## src/rtl/aes_pkg.sv

```systemverilog
//------------------------------------------------------------------------------
// aes_pkg : AES S-box tables, byte type and legal parameter ranges.
// Rev 1.0
//------------------------------------------------------------------------------
`timescale 1ns/1ps
`default_nettype none

package aes_pkg;

    typedef logic [7:0] aes_byte_t;

    localparam int LANES_MIN  = 1;
    localparam int LANES_MAX  = 16;
    localparam int STAGES_MIN = 1;
    localparam int STAGES_MAX = 3;

    localparam aes_byte_t AES_SBOX [256] = '{
        8'h63, 8'h7c, 8'h77, 8'h7b, 8'hf2, 8'h6b, 8'h6f, 8'hc5, 8'h30, 8'h01, 8'h67, 8'h2b, 8'hfe, 8'hd7, 8'hab, 8'h76,
        8'hca, 8'h82, 8'hc9, 8'h7d, 8'hfa, 8'h59, 8'h47, 8'hf0, 8'had, 8'hd4, 8'ha2, 8'haf, 8'h9c, 8'ha4, 8'h72, 8'hc0,
        8'hb7, 8'hfd, 8'h93, 8'h26, 8'h36, 8'h3f, 8'hf7, 8'hcc, 8'h34, 8'ha5, 8'he5, 8'hf1, 8'h71, 8'hd8, 8'h31, 8'h15,
        8'h04, 8'hc7, 8'h23, 8'hc3, 8'h18, 8'h96, 8'h05, 8'h9a, 8'h07, 8'h12, 8'h80, 8'he2, 8'heb, 8'h27, 8'hb2, 8'h75,
        8'h09, 8'h83, 8'h2c, 8'h1a, 8'h1b, 8'h6e, 8'h5a, 8'ha0, 8'h52, 8'h3b, 8'hd6, 8'hb3, 8'h29, 8'he3, 8'h2f, 8'h84,
        8'h53, 8'hd1, 8'h00, 8'hed, 8'h20, 8'hfc, 8'hb1, 8'h5b, 8'h6a, 8'hcb, 8'hbe, 8'h39, 8'h4a, 8'h4c, 8'h58, 8'hcf,
        8'hd0, 8'hef, 8'haa, 8'hfb, 8'h43, 8'h4d, 8'h33, 8'h85, 8'h45, 8'hf9, 8'h02, 8'h7f, 8'h50, 8'h3c, 8'h9f, 8'ha8,
        8'h51, 8'ha3, 8'h40, 8'h8f, 8'h92, 8'h9d, 8'h38, 8'hf5, 8'hbc, 8'hb6, 8'hda, 8'h21, 8'h10, 8'hff, 8'hf3, 8'hd2,
        8'hcd, 8'h0c, 8'h13, 8'hec, 8'h5f, 8'h97, 8'h44, 8'h17, 8'hc4, 8'ha7, 8'h7e, 8'h3d, 8'h64, 8'h5d, 8'h19, 8'h73,
        8'h60, 8'h81, 8'h4f, 8'hdc, 8'h22, 8'h2a, 8'h90, 8'h88, 8'h46, 8'hee, 8'hb8, 8'h14, 8'hde, 8'h5e, 8'h0b, 8'hdb,
        8'he0, 8'h32, 8'h3a, 8'h0a, 8'h49, 8'h06, 8'h24, 8'h5c, 8'hc2, 8'hd3, 8'hac, 8'h62, 8'h91, 8'h95, 8'he4, 8'h79,
        8'he7, 8'hc8, 8'h37, 8'h6d, 8'h8d, 8'hd5, 8'h4e, 8'ha9, 8'h6c, 8'h56, 8'hf4, 8'hea, 8'h65, 8'h7a, 8'hae, 8'h08,
        8'hba, 8'h78, 8'h25, 8'h2e, 8'h1c, 8'ha6, 8'hb4, 8'hc6, 8'he8, 8'hdd, 8'h74, 8'h1f, 8'h4b, 8'hbd, 8'h8b, 8'h8a,
        8'h70, 8'h3e, 8'hb5, 8'h66, 8'h48, 8'h03, 8'hf6, 8'h0e, 8'h61, 8'h35, 8'h57, 8'hb9, 8'h86, 8'hc1, 8'h1d, 8'h9e,
        8'he1, 8'hf8, 8'h98, 8'h11, 8'h69, 8'hd9, 8'h8e, 8'h94, 8'h9b, 8'h1e, 8'h87, 8'he9, 8'hce, 8'h55, 8'h28, 8'hdf,
        8'h8c, 8'ha1, 8'h89, 8'h0d, 8'hbf, 8'he6, 8'h42, 8'h68, 8'h41, 8'h99, 8'h2d, 8'h0f, 8'hb0, 8'h54, 8'hbb, 8'h16
    };

    localparam aes_byte_t AES_INV_SBOX [256] = '{
        8'h52, 8'h09, 8'h6a, 8'hd5, 8'h30, 8'h36, 8'ha5, 8'h38, 8'hbf, 8'h40, 8'ha3, 8'h9e, 8'h81, 8'hf3, 8'hd7, 8'hfb,
        8'h7c, 8'he3, 8'h39, 8'h82, 8'h9b, 8'h2f, 8'hff, 8'h87, 8'h34, 8'h8e, 8'h43, 8'h44, 8'hc4, 8'hde, 8'he9, 8'hcb,
        8'h54, 8'h7b, 8'h94, 8'h32, 8'ha6, 8'hc2, 8'h23, 8'h3d, 8'hee, 8'h4c, 8'h95, 8'h0b, 8'h42, 8'hfa, 8'hc3, 8'h4e,
        8'h08, 8'h2e, 8'ha1, 8'h66, 8'h28, 8'hd9, 8'h24, 8'hb2, 8'h76, 8'h5b, 8'ha2, 8'h49, 8'h6d, 8'h8b, 8'hd1, 8'h25,
        8'h72, 8'hf8, 8'hf6, 8'h64, 8'h86, 8'h68, 8'h98, 8'h16, 8'hd4, 8'ha4, 8'h5c, 8'hcc, 8'h5d, 8'h65, 8'hb6, 8'h92,
        8'h6c, 8'h70, 8'h48, 8'h50, 8'hfd, 8'hed, 8'hb9, 8'hda, 8'h5e, 8'h15, 8'h46, 8'h57, 8'ha7, 8'h8d, 8'h9d, 8'h84,
        8'h90, 8'hd8, 8'hab, 8'h00, 8'h8c, 8'hbc, 8'hd3, 8'h0a, 8'hf7, 8'he4, 8'h58, 8'h05, 8'hb8, 8'hb3, 8'h45, 8'h06,
        8'hd0, 8'h2c, 8'h1e, 8'h8f, 8'hca, 8'h3f, 8'h0f, 8'h02, 8'hc1, 8'haf, 8'hbd, 8'h03, 8'h01, 8'h13, 8'h8a, 8'h6b,
        8'h3a, 8'h91, 8'h11, 8'h41, 8'h4f, 8'h67, 8'hdc, 8'hea, 8'h97, 8'hf2, 8'hcf, 8'hce, 8'hf0, 8'hb4, 8'he6, 8'h73,
        8'h96, 8'hac, 8'h74, 8'h22, 8'he7, 8'had, 8'h35, 8'h85, 8'he2, 8'hf9, 8'h37, 8'he8, 8'h1c, 8'h75, 8'hdf, 8'h6e,
        8'h47, 8'hf1, 8'h1a, 8'h71, 8'h1d, 8'h29, 8'hc5, 8'h89, 8'h6f, 8'hb7, 8'h62, 8'h0e, 8'haa, 8'h18, 8'hbe, 8'h1b,
        8'hfc, 8'h56, 8'h3e, 8'h4b, 8'hc6, 8'hd2, 8'h79, 8'h20, 8'h9a, 8'hdb, 8'hc0, 8'hfe, 8'h78, 8'hcd, 8'h5a, 8'hf4,
        8'h1f, 8'hdd, 8'ha8, 8'h33, 8'h88, 8'h07, 8'hc7, 8'h31, 8'hb1, 8'h12, 8'h10, 8'h59, 8'h27, 8'h80, 8'hec, 8'h5f,
        8'h60, 8'h51, 8'h7f, 8'ha9, 8'h19, 8'hb5, 8'h4a, 8'h0d, 8'h2d, 8'he5, 8'h7a, 8'h9f, 8'h93, 8'hc9, 8'h9c, 8'hef,
        8'ha0, 8'he0, 8'h3b, 8'h4d, 8'hae, 8'h2a, 8'hf5, 8'hb0, 8'hc8, 8'heb, 8'hbb, 8'h3c, 8'h83, 8'h53, 8'h99, 8'h61,
        8'h17, 8'h2b, 8'h04, 8'h7e, 8'hba, 8'h77, 8'hd6, 8'h26, 8'he1, 8'h69, 8'h14, 8'h63, 8'h55, 8'h21, 8'h0c, 8'h7d
    };

endpackage

`default_nettype wire

```

## src/rtl/aes_sbox_lut.sv

```systemverilog
//------------------------------------------------------------------------------
// aes_sbox_lut : single-byte combinational S-box; inverse table only when
// INV_SBOX_EN is defined, otherwise i_inv is ignored.       Rev 1.0
//------------------------------------------------------------------------------
`timescale 1ns/1ps
`default_nettype none

module aes_sbox_lut
    import aes_pkg::*;
(
    input  aes_byte_t i_byte,
    input  logic      i_inv,
    output aes_byte_t o_byte
);

`ifdef INV_SBOX_EN
    assign o_byte = i_inv ? AES_INV_SBOX[i_byte] : AES_SBOX[i_byte];
`else
    logic w_unused_inv;
    assign w_unused_inv = i_inv;
    assign o_byte       = AES_SBOX[i_byte];
`endif

endmodule

`default_nettype wire

```

## src/rtl/sub_bytes_pipe.sv

```systemverilog
//------------------------------------------------------------------------------
// sub_bytes_pipe : pipelined AES SubBytes engine with valid/ready on both
// sides; INV_SBOX_EN enables the per-beat inverse S-box.    Rev 1.0
//------------------------------------------------------------------------------
`timescale 1ns/1ps
`default_nettype none

module sub_bytes_pipe
    import aes_pkg::*;
#(
    parameter int LANES  = 4,
    parameter int STAGES = 2,
    parameter int TAG_W  = 4
) (
    input  logic                 clk,
    input  logic                 rst_n,
    input  logic                 in_valid,
    output logic                 in_ready,
    input  logic [8*LANES-1:0]   in_data,
    input  logic                 in_inv,
    input  logic [TAG_W-1:0]     in_tag,
    output logic                 out_valid,
    input  logic                 out_ready,
    output logic [8*LANES-1:0]   out_data,
    output logic [TAG_W-1:0]     out_tag,
    output logic                 busy,
    output logic [15:0]          beat_cnt
);

    localparam int DW = 8 * LANES;

    if (LANES < LANES_MIN || LANES > LANES_MAX ||
        STAGES < STAGES_MIN || STAGES > STAGES_MAX) begin : g_param_check
        $error("sub_bytes_pipe: LANES or STAGES out of range");
    end

    logic [DW-1:0] w_sub;

    for (genvar l = 0; l < LANES; l++) begin : g_lane
        aes_sbox_lut u_lut (
            .i_byte (in_data[8*l +: 8]),
            .i_inv  (in_inv),
            .o_byte (w_sub[8*l +: 8])
        );
    end

    logic [STAGES-1:0]            r_valid;
    logic [STAGES-1:0][DW-1:0]    r_data;
    logic [STAGES-1:0][TAG_W-1:0] r_tag;
    logic [15:0]                  r_beat_cnt;
    logic [STAGES:0]              w_take;

    // w_take[k]: stage k may load this cycle; walks back from the output so
    // bubbles collapse and in_ready never depends on in_valid.
    always_comb begin
        w_take         = '0;
        w_take[STAGES] = out_ready;
        for (int k = STAGES - 1; k >= 0; k--) begin
            w_take[k] = ~r_valid[k] | w_take[k+1];
        end
    end

    always_ff @(posedge clk or negedge rst_n) begin
        if (!rst_n) begin
            r_valid <= '0;
            r_data  <= '0;
            r_tag   <= '0;
        end else begin
            if (w_take[0]) begin
                r_valid[0] <= in_valid;
                if (in_valid) begin
                    r_data[0] <= w_sub;
                    r_tag[0]  <= in_tag;
                end
            end
            for (int k = 1; k < STAGES; k++) begin
                if (w_take[k]) begin
                    r_valid[k] <= r_valid[k-1];
                    if (r_valid[k-1]) begin
                        r_data[k] <= r_data[k-1];
                        r_tag[k]  <= r_tag[k-1];
                    end
                end
            end
        end
    end

    always_ff @(posedge clk or negedge rst_n) begin
        if (!rst_n) begin
            r_beat_cnt <= '0;
        end else if (out_valid && out_ready) begin
            r_beat_cnt <= r_beat_cnt + 16'd1;
        end
    end

    assign in_ready  = w_take[0];
    assign out_valid = r_valid[STAGES-1];
    assign out_data  = r_data[STAGES-1];
    assign out_tag   = r_tag[STAGES-1];
    assign busy      = |r_valid;
    assign beat_cnt  = r_beat_cnt;

endmodule

`default_nettype wire

```

## config.mk

```make
export PLATFORM = sky130hd
export DESIGN_NAME = sub_bytes_pipe
export DESIGN_NICKNAME = d
export VERILOG_FILES = /design/src/rtl/aes_pkg.sv /design/src/rtl/aes_sbox_lut.sv /design/src/rtl/sub_bytes_pipe.sv
export SDC_FILE = /design/constraint.sdc
export NUM_CORES = 1
export LEC_CHECK = 0
export CORE_AREA = 2 2 173 209
export CTS_CLUSTER_SIZE = 10
export DETAILED_ROUTE_END_ITERATION = 16
export DIE_AREA = 0 0 175 211
export DONT_BUFFER_PORTS = 1
export MAX_ROUTING_LAYER = met4
export PLACE_DENSITY_LB_ADDON = 0.15
export SLEW_MARGIN = 20
export SYNTH_ARGS = -nofsm -noshare
export SYNTH_HDL_FRONTEND = slang
export SYNTH_SLANG_ARGS = --single-unit
```

## constraint.sdc

```tcl
create_clock -name clk -period 2.5 [get_ports clk]
set_input_delay 0.75 -clock clk [delete_from_list [all_inputs] [get_ports clk]]
set_output_delay 0.75 -clock clk [all_outputs]
set_load 0.005 [all_outputs]
```

==> key figures <==
Outcome
  – Status: finished with violations
  – Failing checks: setup timing

Floorplanning
  – Die width: around 180 µm
  – Initial core utilization: 0.494
  – Core Area: 34800 µm²
  – IO Pins: 96
  – Core Rows: 75
  – Die area: 36900 µm²
  – Chip Height: 211 µm

Clocking
  – Resized cells post-CTS: 0
  – CTS tree: built
  – H-Tree Depth: 3
  – Root Buffer: clkbuf_16
  – Post-CTS setup buffers: 0
  – Clock-pin slew on the worst setup and hold paths: 0.07 ns
  – TritonCTS Sinks: 90
  – Worst-Skew Late Latency: 0.39 ns
  – Max Buffers Root-to-Sink: 2
  – CTS Hold Bufs: 0
  – Num CTS Buffers: 9

Setup path
  – Crit path kind: primary input to register
  – Data arrival, critical path: 2.90 ns
  – CP max stage delay: 0.62 ns
  – CP cell instances: inv_1 -> buf_4 -> nor2_1 -> a2111oi_0 -> buf_4 -> nor3_1 -> a221oi_1 -> a2111o_1
  – Worst path slowest cell: a2111oi_0
  – CP endpoint kind: register
  – CP Max Fanout: between 100 and 150
  – Critical path's most frequent cell: buf_4
  – Worst setup SP type: primary input
  – Worst EP required: 2.81 ns

Timing
  – RSZ-0062 raised after global routing: false
  – Pins Over Slew Limit: 0
  – Worst Tran Pin Value: 0.759 ns
  – Max frequency: 387 MHz
  – Final Cycle Share: 1.03
  – Headroom to the max-slew limit: 0.481
  – Clock Skew: 0.0203 ns
  – Hold Fails Final Rpt: 0
  – Tmin final: 2.58 ns
  – Final WS setup: -0.0831 ns
  – Final setup violation count: 3
  – Total negative slack: -0.102 ns

GRT
  – GR Util All Layers: 0.437
  – Vias in the first global route: 20200
  – Pin count of the biggest net entering global routing: about 140
  – Met3 global-route usage: 0.0787
  – Met1 usage: 0.546
  – Busiest grt layer: met2
  – Initial antenna violation count: 2
  – First-pass GRT wire length: 122000 µm
  – Grt ovf: 0
  – M2 GR Usage: 0.656

Cells and area
  – Area of the multi-input gates: 13600 µm²
  – Area growth syn-to-layout: 17.0%
  – Fillers: 3337
  – Commonest non-fill, non-tap cell in the layout: buf_4
  – Layout cell share with drive strength beyond 1: 0.235
  – Most frequent cells in the layout: buf_4, o21ai_0, nand2_1
  – Net count, final: 2650
  – Core Util, Final: 0.578
  – Register area: 2250 µm²
  – Non-filler instance count after layout: 3017

Synth
  – Top cell type's share of synthesized area: 0.131
  – Mapped cell area: 17200 µm²
  – Top cells by area, synth: dfrtp_1, o21ai_0, a21oi_1, nand2_1, ha_1
  – EDFF count, synth: 0
  – Most common flop cell mapped by yosys: dfrtp_1
  – #FFs+latches synth: 90
  – Sequential fraction of the synthesis area: 0.131
  – Syn Inst Count: 2446
  – Syn_area_per_cell: ~7.0 µm²
  – Distinct cells, synth: 95
  – Post-synth ARST share: 1.00
  – Leading area contributor after synthesis: dfrtp_1
  – Warning count from the yosys run: 0
  – Synth Net Count: 2548

Place
  – Inst Count DP: 2999
  – DP HPWL: 57600 µm
  – Port Buffers: 0
  – Final GP Congestion: 1.08
  – Pre-CTS setup slack: -0.376 ns

Pwr
  – Peak VDD IR: between 0.3 and 0.4 mV
  – LEAKAGE: 7.92 nW
  – PwrDens: 358 nW/µm²

Detailed routing
  – DRC Markers: 0
  – Routed len/inst: 26.8 µm
  – Antenna-violating nets left: 0
  – Iter 0 DRT Violations: 3461
  – Vias/cell: 7.28
  – Router iterations before antenna repair: 7
  – Total wire length: 80900 µm
  – Total number of vias: 22000

Worst hold path
  – Hold crit path type: primary input to asynchronous set/reset pin

Run
  – Max Cap Viol: 0
[cell usage after synthesis (19+ instances only)]
cell	number
o21ai_0	206
nand2_1	204
nor2_1	174
a21oi_1	173
clkbuf_1	132
buf_2	118
nor3_1	110
dfrtp_1	90
nand2b_1	85
nor2b_1	73
nand3_1	64
ha_1	61
o211ai_1	61
a311oi_1	52
a211oi_1	50
buf_4	46
mux2_2	46
a31oi_1	42
o31ai_1	35
o311ai_0	33
mux2i_1	30
and2_1	28
inv_1	26
mux4_2	26
o221ai_1	25
a21o_1	23
a2111oi_0	21
nor4_1	19
[power breakdown]
group          switching, mW  internal [mW]
registers              0.340           1.80
clock network          0.768          0.719
logic                   1.88           1.69
[sequential cells by signal, summed over array words and instances, names as in the netlist]
| name | cells |
|---|---|
| r_valid | 2 |
| r_tag | 4 |
| r_data | 32 |
| out_tag | 4 |
| beat_cnt | 16 |
| out_data | 32 |
[worst paths after layout]
kind                               end   startpoint  slack, ns  cells past startpoint
setup / recovery             r_data[9]  in_data[11]      -0.08                      8
hold / removal             beat_cnt[7]        rst_n       0.06                      0
setup reg to reg             r_data[9]   r_valid[1]       0.31                      9
hold reg to reg               r_tag[2]     r_tag[2]       0.49                      2
max in group asynchronous    r_data[9]        rst_n       2.23                      0
min in group clk              r_tag[0]    in_tag[0]       0.48                      2
[kinds of logic after synthesis]
| logic type | synth area share |
|---|---|
| AO/OA/AOI/OAI | 0.372 |
| AND/OR/NAND/NOR | 0.258 |
| buffers and inverters | 0.100 |
| multiplexers | 0.0824 |
| flip-flops | 0.131 |
| adder cells (fa/ha/maj) | 0.0444 |
| XOR/XNOR | 0.0117 |
[cell type report]
type / instances / area share
Inverter: 38 / 0.00920
Multi-Input combinational cell: 1996 / 0.674
Clock buffer: 9 / 0.0112
Tap cell: 462 / 0.0287
Sequential cell: 90 / 0.112
Antenna cell: 2 / 0.000249
Timing Repair Buffer: 413 / 0.160
Clock inverter: 7 / 0.00398
[layer usage]
| metal | share of wire | up-vias |
|---|---|---|
| li1 | - | 9477 |
| met1 | 0.37 | 10200 |
| met2 | 0.43 | 1797 |
| met3 | 0.12 | 478 |
| met4 | 0.078 | 0 |
| met5 | 0 | - |
[per-stage QoR]
stage	hold slack (ns)	power (mW)	area (µm²)
after detailed placement	0.456	5.59	19800
after CTS	0.0381	7.10	20100
after global routing	0.0433	7.51	20100
after global placement	0.456	5.56	19800
after floorplan	0.442	4.78	17700
final	0.0634	7.20	20100
[worst max-delay path: cells and delay by family]
kind | cells | cell delay [ns]
buffers and inverters | 3 | 0.79
AND/OR/NAND/NOR | 2 | 0.08
AO/OA/AOI/OAI | 3 | 1.16
(Power assumes the default switching activity.)
